File: src/rtl/self_conv_seq.sv
// self_conv_seq: hardware sequencer for the BIST self-convergence campaign.
// Drives scan_num and a per-run reset into BISG_TOP, waits for over, turns
// the captured speed code into a max-delay value, counts convergence hits
// between consecutive runs and keeps the golden signature / pass flag.
// Optional feature macro: BOUNCE_MULT_EN (each convergence hit doubles the
// following scan_num increment; without it the increment is fixed).
//
// state   | meaning
// --------+--------------------------------------------------------------
// IDLE    | waiting for start after reset
// CUT_RST | holding cut_rst_n low for RST_CYC cycles
// ARM     | waiting for a stale over from the previous run to drop
// RUN     | CUT running; capture signatures, wait for over
// EVAL    | one cycle: compute delay, convergence, next scan_num
// DONE    | campaign finished; outputs held until the next start
module self_conv_seq #(
    parameter int SIG_W      = 13,
    parameter int SPEED_W    = 10,
    parameter int SCAN_W     = 20,
    parameter int DLY_W      = 16,
    parameter int SCAN_START = 50,
    parameter int SCAN_STEP  = 10,
    parameter int EPS        = 10,
    parameter int K_THRESH   = 7,
    parameter int MAX_RUNS   = 6,
    parameter int RST_CYC    = 3
) (
    input  logic               clk,
    input  logic               rst_n,
    input  logic               start,
    input  logic               over,
    input  logic               scan_done,
    input  logic [SIG_W-1:0]   sig,
    input  logic [SPEED_W-1:0] speed,
    output logic               cut_rst_n,
    output logic [SCAN_W-1:0]  scan_num,
    output logic               pass,
    output logic [SIG_W-1:0]   golden_sig,
    output logic [DLY_W-1:0]   max_dly,
    output logic [7:0]         run_cnt,
    output logic [7:0]         hit_cnt,
    output logic               busy,
    output logic               converged,
    output logic               done
);

    localparam int RCNT_W = (RST_CYC > 1) ? $clog2(RST_CYC) : 1;

    typedef enum logic [2:0] {IDLE, CUT_RST, ARM, RUN, EVAL, DONE} state_t;

    state_t              state, state_nxt;
    logic [RCNT_W-1:0]   rst_cnt;
    logic                first_sd;
    logic [DLY_W-1:0]    prev_dly;
    logic                launch;
    logic [DLY_W-1:0]    speed_x10, dly, dly_diff;
    logic                hit, conv_hit;
    logic [7:0]          hit_cnt_nxt, run_cnt_nxt, step_mult;
    logic [SCAN_W:0]     scan_sum;
    logic [SCAN_W-1:0]   scan_nxt;

    // A new campaign may only be launched from IDLE or DONE; start while busy is dropped.
    assign launch = start && ((state == IDLE) || (state == DONE));

    assign speed_x10 = DLY_W'(speed) * DLY_W'(10);
    assign dly       = (speed > SPEED_W'(20)) ? speed_x10 + DLY_W'(1000)
                                              : speed_x10 + DLY_W'(900);
    assign dly_diff  = (dly >= prev_dly) ? dly - prev_dly : prev_dly - dly;
    assign hit       = (run_cnt != 8'd0) && (dly_diff <= DLY_W'(EPS));

    assign hit_cnt_nxt = (hit && (hit_cnt != 8'hFF)) ? hit_cnt + 8'd1 : hit_cnt;
    assign run_cnt_nxt = run_cnt + 8'd1;
    assign conv_hit    = (hit_cnt_nxt >= 8'(K_THRESH));

`ifdef BOUNCE_MULT_EN
    logic [7:0] mult, mult_nxt;

    assign mult_nxt  = !hit ? mult : (mult >= 8'd128) ? 8'd128 : {mult[6:0], 1'b0};
    assign step_mult = mult_nxt;

    // Increment multiplier: restarts at 1 per campaign, doubles on each hit.
    always_ff @(posedge clk) begin
        if (!rst_n)
            mult <= 8'd1;
        else if (launch)
            mult <= 8'd1;
        else if (state == EVAL)
            mult <= mult_nxt;
    end
`else
    assign step_mult = 8'd1;
`endif

    // Next scan_num saturates instead of wrapping.
    assign scan_sum = {1'b0, scan_num} + (SCAN_W+1)'(SCAN_STEP * int'(step_mult));
    assign scan_nxt = scan_sum[SCAN_W] ? '1 : scan_sum[SCAN_W-1:0];

    // State register.
    always_ff @(posedge clk) begin
        if (!rst_n)
            state <= IDLE;
        else
            state <= state_nxt;
    end

    // Next-state decode.
    always_comb begin
        state_nxt = state;
        case (state)
            IDLE:    if (start) state_nxt = CUT_RST;
            CUT_RST: if (rst_cnt == '0) state_nxt = ARM;
            ARM:     if (!over) state_nxt = RUN;
            RUN:     if (over) state_nxt = EVAL;
            EVAL: begin
                if (conv_hit)
                    state_nxt = DONE;
                else if (run_cnt_nxt >= 8'(MAX_RUNS))
                    state_nxt = DONE;
                else
                    state_nxt = CUT_RST;
            end
            DONE:    if (start) state_nxt = CUT_RST;
            default: state_nxt = IDLE;
        endcase
    end

    // Datapath and registered outputs.
    always_ff @(posedge clk) begin
        if (!rst_n) begin
            cut_rst_n  <= 1'b1;
            scan_num   <= SCAN_W'(SCAN_START);
            pass       <= 1'b0;
            golden_sig <= '0;
            max_dly    <= '0;
            run_cnt    <= 8'd0;
            hit_cnt    <= 8'd0;
            busy       <= 1'b0;
            converged  <= 1'b0;
            done       <= 1'b0;
            rst_cnt    <= '0;
            first_sd   <= 1'b0;
            prev_dly   <= '0;
        end else begin
            if (launch) begin
                run_cnt   <= 8'd0;
                hit_cnt   <= 8'd0;
                converged <= 1'b0;
                done      <= 1'b0;
                prev_dly  <= '0;
                scan_num  <= SCAN_W'(SCAN_START);
                busy      <= 1'b1;
                cut_rst_n <= 1'b0;
                rst_cnt   <= RCNT_W'(RST_CYC - 1);
            end
            case (state)
                CUT_RST: begin
                    if (rst_cnt == '0) begin
                        cut_rst_n <= 1'b1;
                        first_sd  <= 1'b1;
                    end else begin
                        rst_cnt <= rst_cnt - RCNT_W'(1);
                    end
                end
                RUN: begin
                    if (scan_done) begin
                        if (first_sd) begin
                            golden_sig <= sig;
                            pass       <= 1'b1;
                            first_sd   <= 1'b0;
                        end else begin
                            pass <= (sig == golden_sig);
                        end
                    end
                end
                EVAL: begin
                    max_dly  <= dly;
                    prev_dly <= dly;
                    hit_cnt  <= hit_cnt_nxt;
                    run_cnt  <= run_cnt_nxt;
                    scan_num <= scan_nxt;
                    if (state_nxt == DONE) begin
                        busy      <= 1'b0;
                        done      <= 1'b1;
                        converged <= conv_hit;
                    end else begin
                        cut_rst_n <= 1'b0;
                        rst_cnt   <= RCNT_W'(RST_CYC - 1);
                    end
                end
                default: ;
            endcase
        end
    end

endmodule

File: config.mk
export PLATFORM = sky130hd
export DESIGN_NAME = self_conv_seq
export DESIGN_NICKNAME = d
export VERILOG_FILES = /design/src/rtl/self_conv_seq.sv
export SDC_FILE = /design/constraint.sdc
export NUM_CORES = 1
export LEC_CHECK = 0
export BUFFER_PORTS_ARGS = -buffer_cell sky130_fd_sc_hd__buf_4
export CORE_MARGIN = 2
export CORE_UTILIZATION = 45
export DETAILED_ROUTE_END_ITERATION = 16
export PLACE_DENSITY = 0.71
export SLEW_MARGIN = 20
export SYNTH_ARGS = -nofsm -noshare
export SYNTH_HDL_FRONTEND = slang
export SYNTH_SLANG_ARGS = --single-unit
File: constraint.sdc
create_clock -name clk -period 13 [get_ports clk]
set_clock_uncertainty 0.2 [all_clocks]
set_input_delay 1.3 -clock clk [delete_from_list [all_inputs] [get_ports clk]]
set_output_delay 1.3 -clock clk [all_outputs]
set_load 0.005 [all_outputs]
# Yosys cells after proc, flatten, opt, wreduce, memory -nomap -nowiden
# Index checks and enable logic that the tools add are counted.
# W data, S select, Z words.
# word_totals
elab_cells	90
inputBits	28
regBits	92
# op_classes
n_eq_ne	10
mux	39
multipliers	1
n_addsub	8
n_reduce_logical	13
order_cmp	5
# ops
cell	count
$mux W20	3
$mux W16	3
$mux W8	4
$add A14 B10 Y15 const B	2
$add A20 B4 Y21 const B	1
$mux W3	6
$add A8 B1 Y8 const B	2
$ge A15 B16 Y1	1
$ge A8 B3 Y1 const B	2
$le A16 B4 Y1 const B	1
$sub A15 B16 Y16	1
$sub A16 B15 Y16	1
$mux W1	15
$mux W15	1
$pmux W3 S5	1
$eq A13 B13 Y1	1
$mul A10 B3 Y13 const B	1
$gt A10 B5 Y1 const B	1
$eq A3 B3 Y1 const B	3
$ne A8 B8 Y1 const B	1
$reduce_bool A8 Y1	1
$eq A3 B2 Y1 const B	2
$mux W2	3
$reduce_and A3 Y1	2
other kinds (12)	17

# Logic depth before layout (Yosys ltp)
# Gate-level depths: netlist (run 1).
# logic_depth
depth_word	15
depth_mapped	28

# Worst setup path before layout (run 1)
# No wires, ideal clock.
# synth_timing
path_type	input-to-reg
startpoint	input speed[1]
endpoint	register rst_cnt[0]
setup_ns	0.117
cell_stages	28
arrival_ns	6.787
required_time_ns	12.683
setup_slack_ns	5.896
path_buffers	1
cell_sequence	ha_1 -> ha_1 -> inv_1 -> fa_1 -> nor2b_1 -> o21ai_0 -> a21boi_0 -> o21ai_0 -> a21boi_0 -> o21a_1 -> nor2_1 -> xnor2_1 -> a31o_2 -> a221oi_1 -> inv_1 -> ha_1 -> buf_2 -> a21o_1 -> a21o_1 -> a211oi_2 -> o21ai_2 -> or3_1 -> o22a_1 -> nor4_4 -> nand4_1 -> mux2i_2 -> nand3b_1 -> a32o_1
# synth_between
elab_chain_len	15
elab_cells_between_ends	19
# synth_lines
element	line_no	text
start, declared	34	input logic [SPEED_W-1:0] speed,
$mul A10 B3 Y13	65	assign speed_x10 = DLY_W'(speed) * DLY_W'(10);
$add A14 B10 Y15, on equally long branches	67, 66	
$mux W15 (*)	66	assign dly = (speed > SPEED_W'(20)) ? speed_x10 + DLY_W'(1000)
via dly[13]	56	logic [DLY_W-1:0] speed_x10, dly, dly_diff;
$sub A16 B15 Y16, or another cell as far along	68	assign dly_diff = (dly >= prev_dly) ? dly - prev_dly : prev_dly - dly;
$mux W16 (*)	68	
$le A16 B4 Y1 (*)	69	assign hit = (run_cnt != 8'd0) && (dly_diff <= DLY_W'(EPS));
$logic_and A1 B1 Y1 (*)	69	
$logic_and A1 B1 Y1 (*)	71	assign hit_cnt_nxt = (hit && (hit_cnt != 8'hFF)) ? hit_cnt + 8'd1 : hit_cnt;
$mux W8 (*)	71	
$ge A8 B3 Y1 (*)	73	assign conv_hit = (hit_cnt_nxt >= 8'(K_THRESH));
$mux W3 (*)	115	if (conv_hit)
$pmux W3 S5 (*)	109	case (state)
$eq A3 B3 Y1 (*)	181	if (state_nxt == DONE) begin
$mux W2 (*)	181	
$pmux W2 S2 (*)	155	case (state)
end signal, assigned	153	rst_cnt <= RCNT_W'(RST_CYC - 1);
end signal, assigned	161	rst_cnt <= rst_cnt - RCNT_W'(1);
end signal, assigned	187	rst_cnt <= RCNT_W'(RST_CYC - 1);
end, declared	52	logic [RCNT_W-1:0] rst_cnt;
# The timed path passes the listed nets; every way through them passes the cells marked *.
# A chain may end at the register's enable or synchronous reset.

# Worst setup path after layout (run 1)
# layout_timing
startpoint	input speed[1]
endpoint	register cut_rst_n
# layout_between
elab_chain_len	15
elab_cells_between_ends	19
# layout_lines
element	line_no	text
$mul A10 B3 Y13	65	
$add A14 B10 Y15, on equally long branches	67, 66	
$mux W15 (*)	66	
via dly[13]	56	
$sub A16 B15 Y16, or another cell as far along	68	
$mux W16 (*)	68	
$le A16 B4 Y1 (*)	69	
$logic_and A1 B1 Y1 (*)	69	
$logic_and A1 B1 Y1 (*)	71	
$mux W8 (*)	71	
$ge A8 B3 Y1 (*)	73	
$mux W3 (*)	115	
$pmux W3 S5 (*)	109	
$eq A3 B3 Y1 (*)	181	
$mux W1 (*)	181	
$pmux W1 S2 (*)	155	
end signal, assigned	152	cut_rst_n <= 1'b0;
end signal, assigned	158	cut_rst_n <= 1'b1;
end signal, assigned	186	cut_rst_n <= 1'b0;
end, declared	35	output logic cut_rst_n,
# Marked as above.

==> flow_metrics.py, run 1 <==
metrics = {
    "status": {
        "status": "complete, no violations",
    },
    "synthesis": {
        "ys_top_cells_by_area": "dfxtp_1 27%, ha_1 9.6%, nand2_1 6.7%, a21boi_0 6.5%, o21ai_0 5.3%",
        "synth_top_family_by_area": "compound AO/OA/AOI/OAI gates",
        "synth_edf_count": 0,
        "synth_top_cell_area_share_pct": 26.59,
        "synth.largest_area_cell": "dfxtp_1",
        "yosys.area_share.xor_xnor_pct": 5.817,
        "synth_cell_types": 74,
        "synthAdderAreaFrac_pct": 10.69,
        "yosysWarningCount": 0,
        "ys.flop_type": "dfxtp_1",
        "synth_compound_area_share_pct": 26.19,
        "muxShareOfSynthArea_pct": 0.9821,
        "synth.avg_cell_area_um2": 7.641,
        "yosysSeqAreaShare_pct": 26.59,
        "yosys.area_share.simple_pct": 24.06,
        "synth_area_um2": 6625,
        "synth_async_sr_flop_share_pct": 0,
        "netlist_instances": 867,
        "synth.ff_latch_count": 88,
    },
    "pwr": {
        "power_density_nw_per_um2": 109.9,
        "power.total_w": 0.0008435,
        "ir_drop_mv": 0.06794,
        "p_leak_nw": 3.202,
    },
    "cts": {
        "cts_resized": 0,
        "cts.sinks": 88,
        "clk_pin_slew_ps": 60,
        "cts_buffer_depth": 2,
        "post_cts_buffers": 0,
        "numCtsBuffers": 9,
        "root_buffer": "clkbuf_16",
        "htreeDepth": 3,
        "hold_buffers": 0,
        "cts_tree": "built",
        "insertion_delay_ps": 360,
    },
    "route": {
        "drt_iter0_markers": 314,
        "vias": 6208,
        "dr.pass1.iters": 5,
        "wl_um": 17020,
        "drt-wirelength-per-cell_um": 15.19,
        "vias_per_cell": 5.543,
        "postRouteAntennaNets": 0,
        "drcViolationCount": 0,
    },
    "global_route": {
        "grtUsageMet3_pct": 4.193,
        "grtUsageMet1_pct": 29.17,
        "grt_busiest_layer": "met2",
        "grt_max_degree": 90,
        "first_global_vias": 5664,
        "grt_pass1_wl_um": 27970,
        "grt_usage_pct": 21.50,
        "grt_use_met2_pct": 34.81,
        "antenna_found_initial": 0,
        "gr-total-overflow": 0,
    },
    "setup_path": {
        "path_delay_family": "compound AO/OA/AOI/OAI gates",
        "path_buf_inv": 3,
        "crit_path_start_kind": "input pin",
        "slowest_delay_ps": 510,
        "cp.required_ps": 13000,
        "crit_type": "in -> reg",
        "critical_path.max_fanout": 9,
        "critPathMostFrequentCell": "ha_1",
        "crit_path_start": "speed[1]",
        "cpMaxStageDelayCell": "a221oi_1",
        "reg2reg_from": "prev_dly[1]$_SDFFE_PN0P_",
        "worst_setup_path_end_kind": "flop",
        "crit_arrival_ps": 7530,
    },
    "die": {
        "io_pins": 98,
        "die_h_um": 125.3,
        "rows": 44,
        "die-area_um2": 15710,
        "start_util_pct": 45.76,
        "coreArea_um2": 14480,
        "die_x_um": 125.3,
    },
    "sta": {
        "tns_ps": 0,
        "fin_ws_ps": 5468,
        "period_share_pct": 57.94,
        "rsz0062_at_grt": "false",
        "post-route-min-period_ps": 7532,
        "finalSetupViolCount": 0,
        "whs_ps": 270.2,
        "hold_viol_final": 0,
        "tightest_slew_ps": 949.5,
        "max_freq_mhz": 132.8,
        "slew_violations": 0,
        "slew_headroom_pct": 36.51,
    },
    "cells_and_area": {
        "area_delta_synth_final_pct": 15.85,
        "finalNetCount": 1015,
        "seq_area_um2": 1762,
        "fillCellCount": 1409,
        "final_cells": 1120,
        "insertedDiodeCount": 0,
        "multi_input_area_um2": 4511,
        "layout-drive-gt1-share_pct": 14.53,
    },
    "placement": {
        "gp_congestion": 0.9134,
        "dp_hpwl_um": 12120,
        "numPlacedInstances": 1106,
        "dp_slack_ps": 5105,
        "io_buffer_count": 95,
    },
    "worst_hold_path": {
        "min_from": "max_dly[11]$_SDFFE_PN0P_",
        "hold_class": "reg -> reg",
    },
    "flow_run": {
        "maxCapViolations": 0,
    },
}
[routing by layer]
layer,vias up,wire [um],part of all wire (%)
li1,3159,-,-
met5,-,0,0
met4,0,316,1.9
met3,20,702,4.1
met1,2906,8253,48
met2,123,7745,46
[layout make-up]
type	instances	share of cell area, %
Multi-Input combinational cell	690	58.77
Sequential cell	88	22.95
Timing Repair Buffer	98	9.586
Clock buffer	12	3.212
Tap cell	184	3.000
Inverter	46	2.250
Clock inverter	2	0.2282
[flip-flops by register name, indices dropped and copies added (netlist names), 2 cells and up]
register	count
scan_num	20
max_dly	14
prev_dly	14
golden_sig	13
hit_cnt	8
run_cnt	8
state	3
rst_cnt	2
[cells in the final DEF, fill, tap and decap left out, types with 16 or more instances in the layout]
master	count
ha_1	51
inv_1	46
xnor2_1	30
a21o_1	16
buf_4	98
o21ai_0	70
nor2_1	49
nor3_1	17
nand2_1	119
nor2b_1	27
a21oi_1	46
a21boi_0	57
nand3_1	22
and3_1	18
dfxtp_1	88
[cells by family (layout without fill, tap and decap cells)]
logic type               count (synthesis)  count (layout)
AND/OR/NAND/NOR                        319             319
AO/OA/AOI/OAI                          262             262
buffers and inverters                   91             158
flip-flops                              88              88
adder cells (fa/ha/maj)                 55              55
XOR/XNOR                                44              44
multiplexers                             6               6
other                                    2               4
[worst reg2reg max path: stages (launching register included)]
cell and delay [ps]:
dfxtp_1 330, inv_1 60, ha_1 210, fa_1 400
nand2b_2 200, a21oi_1 210, xor2_1 110, or4_4 540
nor4_4 290, o32ai_2 140, nor4_4 490, nand4_1 270
mux2i_2 300, and3_1 220, o211ai_1 90
[final timing paths]
| kind | endpoint | slack, ps | depth (start not counted) |
|---|---|---|---|
| setup / recovery | cut_rst_n$_SDFF_PN1_ | 5470 | 28 |
| hold / removal | max_dly[11]$_SDFFE_PN0P_ | 270 | 2 |
| setup reg to reg | cut_rst_n$_SDFF_PN1_ | 8780 | 14 |
| hold reg to reg | max_dly[11]$_SDFFE_PN0P_ | 270 | 2 |
[per-stage QoR]
step                cell area, um2  util, %
global placement              7411    51.18
detailed placement            7411    51.18
floorplan                     6633        -
global route                  7675    53.01
finish                        7675    53.01
CTS                           7675    53.01
[power by group]
group | internal [W] | switching, W | total, W
Clock | 0.000133 | 0.000111 | 0.000244
Sequential | 0.000274 | 0.00000531 | 0.000279
Combinational | 0.000121 | 0.000199 | 0.000320
[synthesized netlist by cell type, types with 5 or more instances]
cell type and number:
a21boi_0 57, a21o_1 16, a21oi_1 46, a31oi_1 9, and2_1 8, and3_1 18
buf_2 9, clkbuf_1 30, dfxtp_1 88, ha_1 51, inv_1 46, nand2_1 119
nand2b_1 12, nand3_1 22, nand3b_1 6, nand4_1 11, nor2_1 51, nor2b_1 27
nor3_1 17, nor4_1 5, o211ai_1 5, o21a_1 14, o21ai_0 70, or3_1 6
xnor2_1 30, xor2_1 14
(Power assumes the default switching activity.)
==> inputs of run 2 (changes only) <==
- PLACE_DENSITY: 0.71 -> 0.74
- clock period: 13 -> 6.05 ns (I/O delays scaled with it)
==> flow_metrics.py, run 2 (synthesis gave the netlist of run 1 again) <==
metrics = {
    "sta": {
        "slew_headroom_pct": 30.07,
        "hold_viol_final": 0,
        "rsz0062_at_grt": "false",
        "period_share_pct": 94.26,
        "tns_ps": 0,
        "post-route-min-period_ps": 5703,
        "tightest_slew_ps": 1046,
        "slew_violations": 0,
        "finalSetupViolCount": 0,
        "max_freq_mhz": 175.4,
    },
    "global_route": {
        "first_global_vias": 6198,
        "grt_usage_pct": 22.21,
        "antenna_found_initial": 0,
        "grt_max_degree": 90,
        "gr-total-overflow": 0,
        "grt_pass1_wl_um": 29390,
    },
    "placement": {
        "numPlacedInstances": 1151,
        "dp_hpwl_um": 12450,
        "io_buffer_count": 95,
        "gp_congestion": 0.9201,
    },
    "die": {
        "die_h_um": 125.3,
        "die_x_um": 125.3,
        "io_pins": 98,
        "coreArea_um2": 14480,
        "rows": 44,
        "die-area_um2": 15710,
        "start_util_pct": 45.76,
    },
    "setup_path": {
        "critical_path.max_fanout": 4,
        "crit_type": "in -> reg",
        "crit_path_start_kind": "input pin",
        "cp.required_ps": 6090,
        "worst_setup_path_end_kind": "flop",
        "crit_arrival_ps": 5740,
    },
    "route": {
        "wl_um": 17310,
        "drt_iter0_markers": 329,
        "vias_per_cell": 5.511,
        "vias": 6437,
        "postRouteAntennaNets": 0,
        "drt-wirelength-per-cell_um": 14.82,
        "dr.pass1.iters": 5,
        "drcViolationCount": 0,
    },
    "flow_run": {
        "maxCapViolations": 0,
    },
    "cells_and_area": {
        "finalNetCount": 1062,
        "final_cells": 1168,
        "insertedDiodeCount": 0,
        "reg.largest.list": "scan_num (20), max_dly (14), prev_dly (14)",
        "regMostFlops": "scan_num",
        "seq_area_um2": 1762,
        "multi_input_area_um2": 4659,
        "fillCellCount": 1332,
        "final_common_cell": "buf_4",
        "layout-drive-gt1-share_pct": 20.93,
        "largest_register_ffs": 20,
        "area_delta_synth_final_pct": 24.44,
        "final_util_pct": 56.94,
        "final_cell_mix": "142 x buf_4, 119 x nand2_1, 88 x dfxtp_1",
    },
    "status": {
        "status": "complete, no violations",
    },
    "pwr": {
        "power_density_nw_per_um2": 248.6,
        "ir_drop_mv": 0.1575,
        "p_leak_nw": 3.484,
    },
    "cts": {
        "insertion_delay_ps": 350,
        "root_buffer": "clkbuf_16",
        "hold_buffers": 0,
        "htreeDepth": 3,
        "cts.sinks": 88,
        "clk_pin_slew_ps": 60,
        "cts_tree": "built",
        "cts_buffer_depth": 2,
        "numCtsBuffers": 9,
    },
    "worst_hold_path": {
        "hold_class": "reg -> reg",
    },
}
run 2: changes by cell type in the layout (fill, tap and decap cells not counted), sizes merged:
cell	before	now
clkinv	2	1
buf	98	145
clkbuf	12	11
inv	46	47
bufinv	0	2
run 2: cell type report:
type                       instances  share of cell area (%)
multi-input combinational        690                   56.52
inverter                          46                   2.094
clock inverter                     4                  0.9410
tap                              184                   2.793
timing repair buffer             145                   13.34
clock buffer                      11                   2.944
sequential                        88                   21.37
run 2: worst paths after layout:
kind	start	end	slack, ps	cells past startpoint
max reg2reg	prev_dly[1]$_SDFFE_PN0P_	rst_cnt[0]$_SDFF_PN0_	2040	14
min	max_dly[6]$_SDFFE_PN0P_	max_dly[6]$_SDFFE_PN0P_	270	2
max	speed[3]	rst_cnt[0]$_SDFF_PN0_	350	28
min reg2reg	max_dly[6]$_SDFFE_PN0P_	max_dly[6]$_SDFFE_PN0P_	270	2
run 2: per-stage QoR:
| step | cell area, um2 | hold WS (ps) | worst slack [ps] | total power (W) |
|---|---|---|---|---|
| detailed placement | 7787 | 269.6 | -96.98 | 0.001401 |
| global route | 8244 | 308.6 | 5.953 | 0.002180 |
| finish | 8244 | 274.9 | 347.4 | 0.002050 |
| CTS | 8108 | 278.3 | 240.1 | 0.002012 |
| global placement | 7787 | 254.9 | 5.049 | 0.001396 |
| floorplan | 6680 | 260.0 | -10.89 | 0.001147 |
run 2: report_power, final:
| part | internal (W) | leakage (nW) | switching (W) |
|---|---|---|---|
| combinational | 0.000371 | 2.62 | 0.000473 |
| clock | 0.000373 | 0.156 | 0.000232 |
| sequential | 0.000589 | 0.710 | 0.0000114 |
run 2: repair_timing:
item | CTS | global route
setup endpoints to repair | 0 | 13
gates resized for setup | 0 | 22
buffers inserted | 0 | 3
run 2: critical path, stage by stage:
cell and delay (ps):
buf_6 100, ha_4 260, ha_4 130, inv_2 30, fa_2 370, nor2b_2 140, o21ai_2 70, a21boi_2 170
o21ai_2 80, a21boi_2 160, o21a_1 140, nor2_2 40, xnor2_1 130, a31o_2 260, a221oi_2 280, inv_1 100
ha_4 240, a21o_1 170, a21o_1 180, a211oi_2 270, o21ai_4 110, or3_1 320, o22a_1 220, nor4_4 320
nand4_1 190, mux2i_2 290, nand3b_1 110, a32o_1 250
run 2: routing by layer:
| layer | GRT usage (%) | vias to the layer above | routed length, um |
|---|---|---|---|
| met4 | 6.993 | 0 | 382 |
| met3 | 5.777 | 24 | 836 |
| li1 | - | 3261 | - |
| met2 | 37.44 | 134 | 8267 |
| met5 | 0 | - | 0 |
| met1 | 27.83 | 3018 | 7827 |
